<file path="config.mk">
export PLATFORM = sky130hd
export DESIGN_NAME = sync_down_counter
export DESIGN_NICKNAME = d
export VERILOG_FILES = /design/src/rtl/sync_down_counter.sv
export SDC_FILE = /design/constraint.sdc
export NUM_CORES = 1
export LEC_CHECK = 0
export ABC_AREA = 1
export BUFFER_PORTS_ARGS = -buffer_cell sky130_fd_sc_hd__buf_2
export CORE_MARGIN = 1
export CORE_UTILIZATION = 40
export CTS_BUF_LIST = sky130_fd_sc_hd__clkbuf_4 sky130_fd_sc_hd__clkbuf_8
export CTS_CLUSTER_DIAMETER = 120
export DETAILED_ROUTE_END_ITERATION = 16
export GPL_ROUTABILITY_DRIVEN = 0
export SLEW_MARGIN = 25
export SYNTH_ARGS = -nofsm -noshare
export SYNTH_HDL_FRONTEND = slang
export SYNTH_SLANG_ARGS = --single-unit
</file>
<file path="constraint.sdc">
create_clock -name clk -period 3.1 [get_ports clk]
set_clock_uncertainty 0.2 [all_clocks]
set_input_delay 0.62 -clock clk [delete_from_list [all_inputs] [get_ports clk]]
set_output_delay 0.62 -clock clk [all_outputs]
set_load 0.005 [all_outputs]
</file>
<file path="src/rtl/sync_down_counter.sv">
// Loadable synchronous down-counter used as an interval timer or event divider.
// One-shot stops at 0; auto-reload wraps from 1 back to the captured load value.
module sync_down_counter #(
  parameter int WIDTH = 4
) (
  input  logic             clk,
  input  logic             rst,
  input  logic             clr,
  input  logic             load,
  input  logic [WIDTH-1:0] load_val,
  input  logic             mode,
  input  logic             en,
  output logic [WIDTH-1:0] count,
  output logic             zero,
  output logic             borrow,
  output logic             busy
);

  typedef enum logic {IDLE = 1'b0, RUN = 1'b1} state_t;

  state_t           state, state_n;
  logic [WIDTH-1:0] count_n, reload_reg, reload_n;
  logic             mode_reg, mode_n, borrow_n;

  always_comb begin
    state_n  = state;
    count_n  = count;
    reload_n = reload_reg;
    mode_n   = mode_reg;
    borrow_n = 1'b0;
    if (clr) begin
      state_n = IDLE;
      count_n = '0;
    end else if (load) begin
      count_n  = load_val;
      reload_n = load_val;
      mode_n   = mode;
      state_n  = (load_val != '0) ? RUN : IDLE;
    end else if (state == RUN && en) begin
      // RUN never holds 0, so the terminal step is always taken from 1.
      if (count > WIDTH'(1)) begin
        count_n = count - WIDTH'(1);
      end else if (mode_reg) begin
        count_n  = reload_reg;
        borrow_n = 1'b1;
      end else begin
        count_n  = '0;
        borrow_n = 1'b1;
        state_n  = IDLE;
      end
    end
  end

  // zero/busy derive from next-state values so they change on the same edge as count.
  always_ff @(posedge clk) begin
    if (rst) begin
      state      <= IDLE;
      count      <= '0;
      reload_reg <= '0;
      mode_reg   <= 1'b0;
      zero       <= 1'b1;
      borrow     <= 1'b0;
      busy       <= 1'b0;
    end else begin
      state      <= state_n;
      count      <= count_n;
      reload_reg <= reload_n;
      mode_reg   <= mode_n;
      zero       <= (count_n == '0);
      borrow     <= borrow_n;
      busy       <= (state_n == RUN);
    end
  end

endmodule

</file>
==> results.ini <==
[logic_synthesis]
yosys-top-cells-count = 34 x sky130_fd_sc_hd__nand2_1, 16 x sky130_fd_sc_hd__inv_1, 12 x sky130_fd_sc_hd__dfxtp_1
syn_inst = 109
synth.ff_latch_count = 12
mappedNetlistNets = 121
synth.cell_area_um2 = 678.2
portion_of_the_post_synthesis_area_used_by_sequential_elements = 0.3542
yosysUniqueCellTypes = 17
yosys-top-cells-area = sky130_fd_sc_hd__dfxtp_1 35%, sky130_fd_sc_hd__nand2_1 19%, sky130_fd_sc_hd__inv_1 8.9%, sky130_fd_sc_hd__nand3_1 8.1%, sky130_fd_sc_hd__nor2_1 5.0%
synth_area_per_cell_um2 = 6.222
ys.warnings.count = 0
synth-async-reset-ratio = 0
area_share_of_the_leading_cell_type_in_the_synthesized_netlist = 0.3542
synth-edff-count = 0
synth_most_common_cell = sky130_fd_sc_hd__nand2_1
dominantRegCellSynth = sky130_fd_sc_hd__dfxtp_1
synth_area_leader_cell = sky130_fd_sc_hd__dfxtp_1

[power_and_ir_drop]
reported_net_switching_power_mw = 0.09450
total_power_consumption_mw = 0.3490
internal_pwr_total_mw = 0.2545
powerDensity_nw_per_um2 = 428.4
part_of_the_total_power_dissipated_in_the_clock_network = 0.365
irDropWorstVdd_mv = 0.2915
power.share.combinational = 0.154
power.leakage_nw = 0.4564
seq_power_share = 0.481
p_sw_frac = 0.2708

[run]
cap_viol_max_count = 0

[place]
place_area_um2 = 778.2
place.detailed.hpwl_um = 1178
numPortBuffers = 16

[status]
status = finished, final reports clean

[sta]
max_slew.worst_pin.slew_ns = 0.2676
grt_setup_unrepaired = no
finalSetupTns_ns = 0
worst_hold_slack_ns = 0.2710
fmax_mhz = 565.6
final-hold-violation-count = 0
setup_viol_count_final = 0
timing.slew.headroom = 0.8214
post-route-min-period_ns = 1.768
finalCritPeriodShare = 0.5703
final_max_slew_violation_count = 0

[clock_tree]
clkSlewWorstSetupHoldPaths_ns = 0.07
cts_buffers = 3
insertion_delay_ns = 0.28
hold_buffers = 0
cts_root_buf = sky130_fd_sc_hd__clkbuf_4
ctsResizeCount = 0
clock_sink_count = 12
cts_tree = yes
h-tree-depth = 1
clock_tree.buffer_depth = 2
cts_post_setup_buffers_inserted = 0

[floorplanning]
floorplan.die.width_um = 43.18
core_area_um2 = 1541
fp.dieArea_um2 = 1864
initial_core_util = 0.4399
dieHeight_um = 43.18
io_pins = 17
fp-row-count = 14

[worst_setup_path]
timing.critical_path.fanout_max = 6
worstRegToRegCells = 13
crit_top_cell = sky130_fd_sc_hd__nand2_1
setup.worst_path.end_class = flop
critPathLaunchType = flop
critical_path.reg2reg.startpoint = count[0]$_SDFF_PP0_
r2r_setup_slack_ns = 1.33
category_of_the_most_critical_setup_path = reg -> reg
worst-endpoint-required_ns = 3.12
timing.critical_path.arrival_ns = 1.78
critical_path.slowest_cell = sky130_fd_sc_hd__dfxtp_1
crit_path_max_incr_delay_ns = 0.39
critical_path_cell_count = 13
r2r_end = zero$_SDFF_PP1_
path_cells = inv_1 -> ha_1 -> inv_1 -> nand2_2 -> nand2_4 -> nand2_1 -> nand2_1 -> nand2_1 -> nand2_1 -> nand2_1 -> nand2_1 -> nand3_1 -> nor2_1
path_delay_family = simple AND/OR/NAND/NOR gates
worstPathBufferInverterCount = 2

[layout]
layout.filler_cells = 172
area_delta_synth_final_pct = 20.11
antenna_cells_inserted = 0
final_util = 0.5284
post-route-cell-area_um2 = 814.5
share_of_final_layout_standard_cells_stronger_than_drive_strength_1 = 0.2481
final_net_count = 142

[detailed_routing]
routed_length_per_instance_um = 10.27
num_vias = 699
dr.first_iter.drc_count = 15
vias_cell = 4.821
postRouteWirelength_um = 1489
antenna_violating_nets_post_route = 0
post-route-drc-count = 0
drt_first_pass_iters = 4

[global_route]
overflow = 0
grt_usage = 0.1884
grt_max_degree = 10
grt_pass1_wl_um = 2622
grt_pass1_vias = 627
initial_antenna_violation_count = 0

[min_path]
timing.hold.worst_endpoint = reload_reg[2]$_SDFFE_PP0P_
timing.hold.worst.start = reload_reg[2]$_SDFFE_PP0P_
worst_hold_path_type = reg -> reg
hold-path-cell-count = 2

## cell families (layout without fill, tap and decap cells)
family | after synthesis | after routing | share of synthesized area
flip-flops | 12 | 12 | 0.3542
AO/OA/AOI/OAI | 12 | 12 | 0.09778
adder cells (fa/ha/maj) | 2 | 2 | 0.03689
AND/OR/NAND/NOR | 59 | 59 | 0.3782
buffers and inverters | 24 | 44 | 0.1328
## worst max path at each step
stage | to | start
after floorplan | zero$_SDFF_PP1_ | count[0]$_SDFF_PP0_
after detailed placement | zero$_SDFF_PP1_ | clr
final | zero$_SDFF_PP1_ | count[0]$_SDFF_PP0_
after CTS | zero$_SDFF_PP1_ | count[0]$_SDFF_PP0_
after global routing | zero$_SDFF_PP1_ | count[0]$_SDFF_PP0_
after global placement | zero$_SDFF_PP1_ | count[0]$_SDFF_PP0_
## cell type report
class	instances	area, um2	share of cell area
Tap cell	16	20.02	0.02458
Inverter	24	90.09	0.1106
Timing Repair Buffer	16	80.08	0.09831
Sequential cell	12	240.2	0.2949
Multi-Input combinational cell	73	347.8	0.4270
Clock buffer	4	36.28	0.04455
## routing by layer
metal | GRT usage | routed length (um) | vias up
met4 | 0.09091 | 36 | 0
li1 | - | - | 371
met5 | 0 | 0 | -
met1 | 0.2429 | 693 | 302
met2 | 0.2955 | 680 | 21
met3 | 0.03830 | 80 | 5
## power by group through the flow
stage               Clock, mW  Sequential, mW  Combinational, mW
global placement            0           0.172             0.0534
CTS                     0.130           0.168             0.0539
finish                  0.127           0.168             0.0538
floorplan                   0           0.171             0.0350
global route            0.137           0.169             0.0622
detailed placement          0           0.172             0.0537
## worst min-delay path, cell delays in order (launching register included)
cell and delay, ns:
sky130_fd_sc_hd__dfxtp_1 0.32, sky130_fd_sc_hd__nand2_1 0.06, sky130_fd_sc_hd__a21oi_1 0.05
## through the flow
stage,worst slack [ns],cells
floorplan,1.533,109
finish,1.332,145
global placement,1.338,141
global route,1.124,145
CTS,1.307,145
detailed placement,1.303,141
## cell usage in the layout (no fill, tap or decap), types with 2 or more instances in the layout
cell | synthesis | final
sky130_fd_sc_hd__a21oi_1 | 5 | 5
sky130_fd_sc_hd__buf_2 | 0 | 16
sky130_fd_sc_hd__clkbuf_4 | 0 | 3
sky130_fd_sc_hd__dfxtp_1 | 12 | 12
sky130_fd_sc_hd__ha_1 | 2 | 2
sky130_fd_sc_hd__inv_1 | 16 | 16
sky130_fd_sc_hd__inv_2 | 7 | 7
sky130_fd_sc_hd__nand2_1 | 34 | 34
sky130_fd_sc_hd__nand3_1 | 11 | 11
sky130_fd_sc_hd__nor2_1 | 9 | 9
sky130_fd_sc_hd__o21ai_0 | 5 | 5
(Power assumes the default switching activity.)
